===== src/rtl/program_loader.sv =====
// Byte-stream program loader: assembles big-endian 16-bit words into instruction memory
// and holds the CPU in reset while loading. Optional checksum: PROGRAM_LOADER_CHECKSUM_EN.
module program_loader #(
  parameter int unsigned MAX_WORDS      = 8192,
  parameter int unsigned TIMEOUT_CYCLES = 1000000
) (
  input  logic        clk,
  input  logic        reset_n,
  input  logic        load_start,
  input  logic [7:0]  in_data,
  input  logic        in_valid,
  output logic        in_ready,
  output logic [15:0] mem_d,
  output logic [15:0] mem_address,
  output logic        mem_we,
  output logic        cpu_hold,
  output logic        done,
  output logic        error
);

  localparam int unsigned TW = $clog2(TIMEOUT_CYCLES + 1);

`ifdef PROGRAM_LOADER_CHECKSUM_EN
  typedef enum logic [3:0] {
    S_IDLE, S_LEN_HI, S_LEN_LO, S_DATA_HI, S_DATA_LO, S_CSUM_HI, S_CSUM_LO, S_DONE, S_ERROR
  } state_t;
`else
  typedef enum logic [3:0] {
    S_IDLE, S_LEN_HI, S_LEN_LO, S_DATA_HI, S_DATA_LO, S_DONE, S_ERROR
  } state_t;
`endif

  state_t        state_q, state_d;
  logic [7:0]    hi_q, hi_d;
  logic [15:0]   len_q, len_d;
  logic [15:0]   addr_q, addr_d;
  logic [15:0]   mem_d_q, mem_d_d;
  logic          mem_we_q, mem_we_d;
  logic          cpu_hold_q, cpu_hold_d;
  logic          done_q, done_d;
  logic          error_q, error_d;
  logic [TW-1:0] timer_q, timer_d;
  logic          rx, accept;
  logic [15:0]   len_w;
`ifdef PROGRAM_LOADER_CHECKSUM_EN
  logic [15:0]   csum_q, csum_d;
`endif

  always_comb begin
    state_d    = state_q;
    hi_d       = hi_q;
    len_d      = len_q;
    addr_d     = addr_q;
    mem_d_d    = mem_d_q;
    mem_we_d   = 1'b0;
    cpu_hold_d = cpu_hold_q;
    done_d     = done_q;
    error_d    = error_q;
    len_w      = {hi_q, in_data};
`ifdef PROGRAM_LOADER_CHECKSUM_EN
    csum_d     = csum_q;
`endif
    rx = (state_q != S_IDLE) && (state_q != S_DONE) && (state_q != S_ERROR);
    in_ready = rx;
    accept   = rx && in_valid;
    timer_d  = (rx && !accept) ? timer_q + TW'(1) : '0;

    // Address steps forward the cycle after a write, stopping at the last word.
    if (mem_we_q && (addr_q != len_q - 16'd1))
      addr_d = addr_q + 16'd1;

    case (state_q)
      S_IDLE, S_DONE, S_ERROR: begin
        if (load_start) begin
          state_d    = S_LEN_HI;
          done_d     = 1'b0;
          error_d    = 1'b0;
          addr_d     = '0;
          cpu_hold_d = 1'b1;
`ifdef PROGRAM_LOADER_CHECKSUM_EN
          csum_d     = '0;
`endif
        end
      end
      S_LEN_HI: if (accept) begin
        hi_d    = in_data;
        state_d = S_LEN_LO;
      end
      S_LEN_LO: if (accept) begin
        len_d = len_w;
        if ((len_w == 16'd0) || (32'(len_w) > MAX_WORDS)) state_d = S_ERROR;
        else                                             state_d = S_DATA_HI;
      end
      S_DATA_HI: if (accept) begin
        hi_d    = in_data;
        state_d = S_DATA_LO;
      end
      S_DATA_LO: if (accept) begin
        mem_d_d  = len_w;
        mem_we_d = 1'b1;
`ifdef PROGRAM_LOADER_CHECKSUM_EN
        csum_d   = csum_q + len_w;
        state_d  = (addr_q == len_q - 16'd1) ? S_CSUM_HI : S_DATA_HI;
`else
        state_d  = (addr_q == len_q - 16'd1) ? S_DONE : S_DATA_HI;
`endif
      end
`ifdef PROGRAM_LOADER_CHECKSUM_EN
      S_CSUM_HI: if (accept) begin
        hi_d    = in_data;
        state_d = S_CSUM_LO;
      end
      S_CSUM_LO: if (accept) begin
        state_d = (len_w == csum_q) ? S_DONE : S_ERROR;
      end
`endif
      default: state_d = S_IDLE;
    endcase

    // An accepted byte always beats a coincident timer expiry.
    if (rx && !accept && (timer_q == TW'(TIMEOUT_CYCLES - 1)))
      state_d = S_ERROR;

    if ((state_d == S_ERROR) && (state_q != S_ERROR)) begin
      error_d = 1'b1;
      timer_d = '0;
    end
    if ((state_d == S_DONE) && (state_q != S_DONE)) begin
      done_d     = 1'b1;
      cpu_hold_d = 1'b0;
      timer_d    = '0;
    end
  end

  always_ff @(posedge clk or negedge reset_n) begin
    if (!reset_n) begin
      state_q    <= S_IDLE;
      hi_q       <= '0;
      len_q      <= '0;
      addr_q     <= '0;
      mem_d_q    <= '0;
      mem_we_q   <= 1'b0;
      cpu_hold_q <= 1'b0;
      done_q     <= 1'b0;
      error_q    <= 1'b0;
      timer_q    <= '0;
`ifdef PROGRAM_LOADER_CHECKSUM_EN
      csum_q     <= '0;
`endif
    end else begin
      state_q    <= state_d;
      hi_q       <= hi_d;
      len_q      <= len_d;
      addr_q     <= addr_d;
      mem_d_q    <= mem_d_d;
      mem_we_q   <= mem_we_d;
      cpu_hold_q <= cpu_hold_d;
      done_q     <= done_d;
      error_q    <= error_d;
      timer_q    <= timer_d;
`ifdef PROGRAM_LOADER_CHECKSUM_EN
      csum_q     <= csum_d;
`endif
    end
  end

  assign mem_d       = mem_d_q;
  assign mem_address = addr_q;
  assign mem_we      = mem_we_q;
  assign cpu_hold    = cpu_hold_q;
  assign done        = done_q;
  assign error       = error_q;

endmodule


===== config.mk =====
export PLATFORM = sky130hd
export DESIGN_NAME = program_loader
export DESIGN_NICKNAME = d
export VERILOG_FILES = /design/src/rtl/program_loader.sv
export SDC_FILE = /design/constraint.sdc
export NUM_CORES = 1
export LEC_CHECK = 0
export ABC_AREA = 0
export BUFFER_PORTS_ARGS = -buffer_cell sky130_fd_sc_hd__buf_2
export CAP_MARGIN = 10
export CELL_PAD_IN_SITES_DETAIL_PLACEMENT = 2
export CELL_PAD_IN_SITES_GLOBAL_PLACEMENT = 2
export CORE_MARGIN = 8
export CORE_UTILIZATION = 37
export CTS_BUF_LIST = sky130_fd_sc_hd__clkbuf_8 sky130_fd_sc_hd__clkbuf_16
export DETAILED_ROUTE_END_ITERATION = 10
export GPL_TIMING_DRIVEN = 0
export PLACE_DENSITY_LB_ADDON = 0.3
export SLEW_MARGIN = 0
export SYNTH_ARGS = -nofsm -noshare
export SYNTH_HDL_FRONTEND = slang
export SYNTH_SLANG_ARGS = --single-unit

===== constraint.sdc =====
create_clock -name clk -period 3.1 [get_ports clk]
set_input_delay 0.31 -clock clk [delete_from_list [all_inputs] [get_ports clk]]
set_output_delay 0.31 -clock clk [all_outputs]
set_load 0.02 [all_outputs]

==> flow_summary.ini <==
[yosys]
ys_ff_latch = 84
synth_area_per_cell_um2 = 9.46
synth-seq-area-share = 0.467
synthesis.nets = 491
synth_edf_count = 0
ys_warn_count = 0
synthCells = 476
synthArstFlopShare = 1.00
ys.flop_type = dfrtp_1
syn_area_um2 = 4500
synth.distinct_cells = 59

[layout]
final_core_util = 0.444
n_antenna_cell = 0
n_fill_cell = 1298
seqCellArea_um2 = 2100
drive_above_1_share = 0.214
area_growth_pct = 17.8
nets = 553
multiInputGateArea_um2 = 2300

[worst_setup_path]
worstSetupPathType = reg -> reg
worst-path-max-fanout = 10
critPathBufInv = 3
max_stage_delay_ps = 510
end_kind = flip-flop
cpLargestDelayFamily = simple AND/OR/NAND/NOR gates
cpMaxStageDelayCell = dfrtp_1
crit_required_ps = 3310
crit_chain = or3_1, clkbuf_1, nor4b_1, nor4_1, o21ai_1, nand4_1, o21ai_4, buf_6, buf_12, xor2_2, nor2_1
arrival_ps = 3190
critPathLaunchType = flip-flop

[sta]
tightest_slew_ps = 731
relSlewSlack = 0.511
final.period_utilization = 0.962
fin_ws_ps = 117
max_freq_mhz = 335
finalMaxSlewViolations = 0
finalCriticalPeriod_ps = 2980
fin_worst_skew_ps = 9.55
hold_viol = 0
rsz0062_at_grt = yes
setup_viol = 0

[floorplan]
fp.dieW_um = 126
start_util = 0.377
dieArea_um2 = 16000
fp.coreArea_um2 = 12000
io_pins = 49
die_y_um = 126
rows = 40

[routing]
routed_wl_um = 14100
drc = 0
firstDrtPassIters = 4
drt_iter0_drc = 154
num_vias = 3868
detail-route-antenna-nets = 0
via_per_inst = 5.61
wire_per_inst_um = 20.4

[min_path]
hp-class = in -> reg

[global_route]
antenna_found_initial = 0
grt_max_degree = 68
grt_pass1_wl_um = 23400
grt_pass1_vias = 4366
globalRouteOverflowTotal = 0
grt_use_total = 0.184

[place]
dpl.hpwl_um = 10300
numPortBuffers = 48
pre_cts_ws_ps = -170
place.gp.congestion = 0.879

[job]
cap_violations = 0

[clocking]
clkTransAtPathRegs_ps = 70
clock_sinks = 84
cts_tree = built
cts_buffers = 9
clockRootBuffer = clkbuf_16
cts_max_level = 3
clock_latency_ps = 350
max-clock-path-buffers = 2

[power_and_ir_drop]
p_per_area_nw_per_um2 = 686
ir_drop_mv = 0.349
p_leak_uw = 0.00244

[outcome]
status = complete, no violations
[where the power goes]
group | internal (uW) | switching (uW)
registers | 1260 | 206
logic | 454 | 659
clock network | 587 | 469
total | 2300 | 1330
[worst reg2reg max path, cell delays in order (launching register included)]
cell and delay (ps):
dfrtp_1 510, or3_1 400, clkbuf_1 200, nor4b_1 360
nor4_1 100, o21ai_1 240, nand4_1 230, o21ai_4 280
buf_6 180, buf_12 150, xor2_2 130, nor2_1 50
[flip-flops by register name (all words and copies together), names as in the netlist]
signal / flops
cpu_hold: 1
done: 1
error: 1
hi_q: 8
len_q: 16
mem_address: 16
mem_d: 16
mem_we: 1
state_q: 4
timer_q: 20
[final cells by class]
cell class                 instances  share of cell area
multi-input combinational        363               0.433
sequential                        84               0.396
timing repair buffer              52              0.0556
clock buffer                      11              0.0476
tap                              147              0.0347
buffer                            20              0.0217
clock inverter                     4             0.00613
inverter                           8             0.00566
[synthesized netlist by cell type (3+ instances only)]
cell / number / area share
o21a_1: 3 / 0.0050
nor3_1: 9 / 0.010
o21ai_0: 17 / 0.019
clkbuf_1: 13 / 0.011
or3_1: 11 / 0.015
ha_1: 3 / 0.0083
nand3_1: 24 / 0.027
dfrtp_1: 84 / 0.47
and3_1: 9 / 0.012
and2_1: 3 / 0.0042
o211ai_1: 8 / 0.013
a21oi_1: 17 / 0.019
nor2b_1: 7 / 0.0097
o21ai_2: 4 / 0.0078
nand2_1: 77 / 0.064
or4_1: 7 / 0.012
nand2b_1: 5 / 0.0069
nor2_1: 43 / 0.036
mux2_2: 22 / 0.055
inv_1: 7 / 0.0058
nand4_1: 8 / 0.011
a31oi_1: 3 / 0.0042
xor2_1: 23 / 0.045
a21oi_2: 3 / 0.0058
nor4_1: 8 / 0.011
buf_2: 4 / 0.0044
xnor2_1: 13 / 0.025
nor3b_1: 3 / 0.0050
[per-stage QoR]
stage	std cells	area, um^2	power (uW)	hold slack, ps	setup TNS (ps)
after global placement	671	4930	2460	453	-52.6
after detailed placement	672	4960	2540	209	-1360
after global routing	689	5310	3850	227	-105
final	689	5310	3640	216	0
after CTS	687	5250	3620	207	0
after floorplan	476	4500	2170	14.4	0
[per-layer routing]
metal / wire [um] / GRT usage
met5: 0 / 0
met1: 6460 / 0.227
met4: 302 / 0.0736
met3: 382 / 0.0314
met2: 6940 / 0.314
[layout by cell type (no fill, tap or decap), types with 2 or more instances in the layout]
master	synthesis	layout
dfrtp_1	84	84
nand2_1	77	77
buf_2	4	51
nor2_1	43	43
nand3_1	24	24
xor2_1	23	23
mux2_2	22	22
a21oi_1	17	17
o21ai_0	17	15
xnor2_1	13	13
clkbuf_1	13	12
or3_1	11	11
and3_1	9	9
clkbuf_16	0	9
nor4_1	8	8
nor3_1	9	8
o211ai_1	8	8
nand4_1	8	8
inv_1	7	7
nor2b_1	7	7
or4_1	7	7
buf_4	1	4
nand2b_1	5	4
a31oi_1	3	3
o21ai_2	4	3
a21oi_2	3	3
and2_1	3	3
o21a_1	3	3
buf_6	2	2
nand4b_1	2	2
o31ai_1	2	2
nor3b_1	3	2
mux2i_1	2	2
o21ai_1	0	2
a221oi_1	2	2
o22ai_1	2	2
ha_1	3	2
clkbuf_8	0	2
clkinvlp_4	0	2
[cells by family (layout without fill, tap and decap cells)]
logic type / count (synthesis) / after routing / share of synthesized area
compound gates: 70 / 70 / 0.104
xor+xnor: 37 / 37 / 0.0736
fa+ha+maj: 3 / 3 / 0.00833
buf+inv: 29 / 95 / 0.0331
flops: 84 / 84 / 0.467
mux: 24 / 24 / 0.0594
other cells: 1 / 1 / 0.000833
simple gates: 228 / 228 / 0.254
[path summary, 6_finish.rpt]
path / endpoint / cells after the start / from / slack (ps)
max: mem_address[0] / 11 / len_q[2] / 120
min: mem_d[6] / 3 / in_data[6] / 220
max reg2reg: mem_address[0] / 11 / len_q[2] / 120
min reg2reg: mem_d[4] / 2 / mem_d[4] / 470
max in group asynchronous: mem_address[10] / 3 / reset_n / 2100
min in group asynchronous: error / 2 / reset_n / 380
[timing repair]
item | in CTS | in global routing
pin swaps | 0 | 4
hold buffers | 1 | 0
buffers inserted | 0 | 2
setup endpoints to repair | 15 | 19
endpoints found under the hold margin | 17 | 0
gates resized for setup | 1 | 8
(Power assumes the default switching activity.)
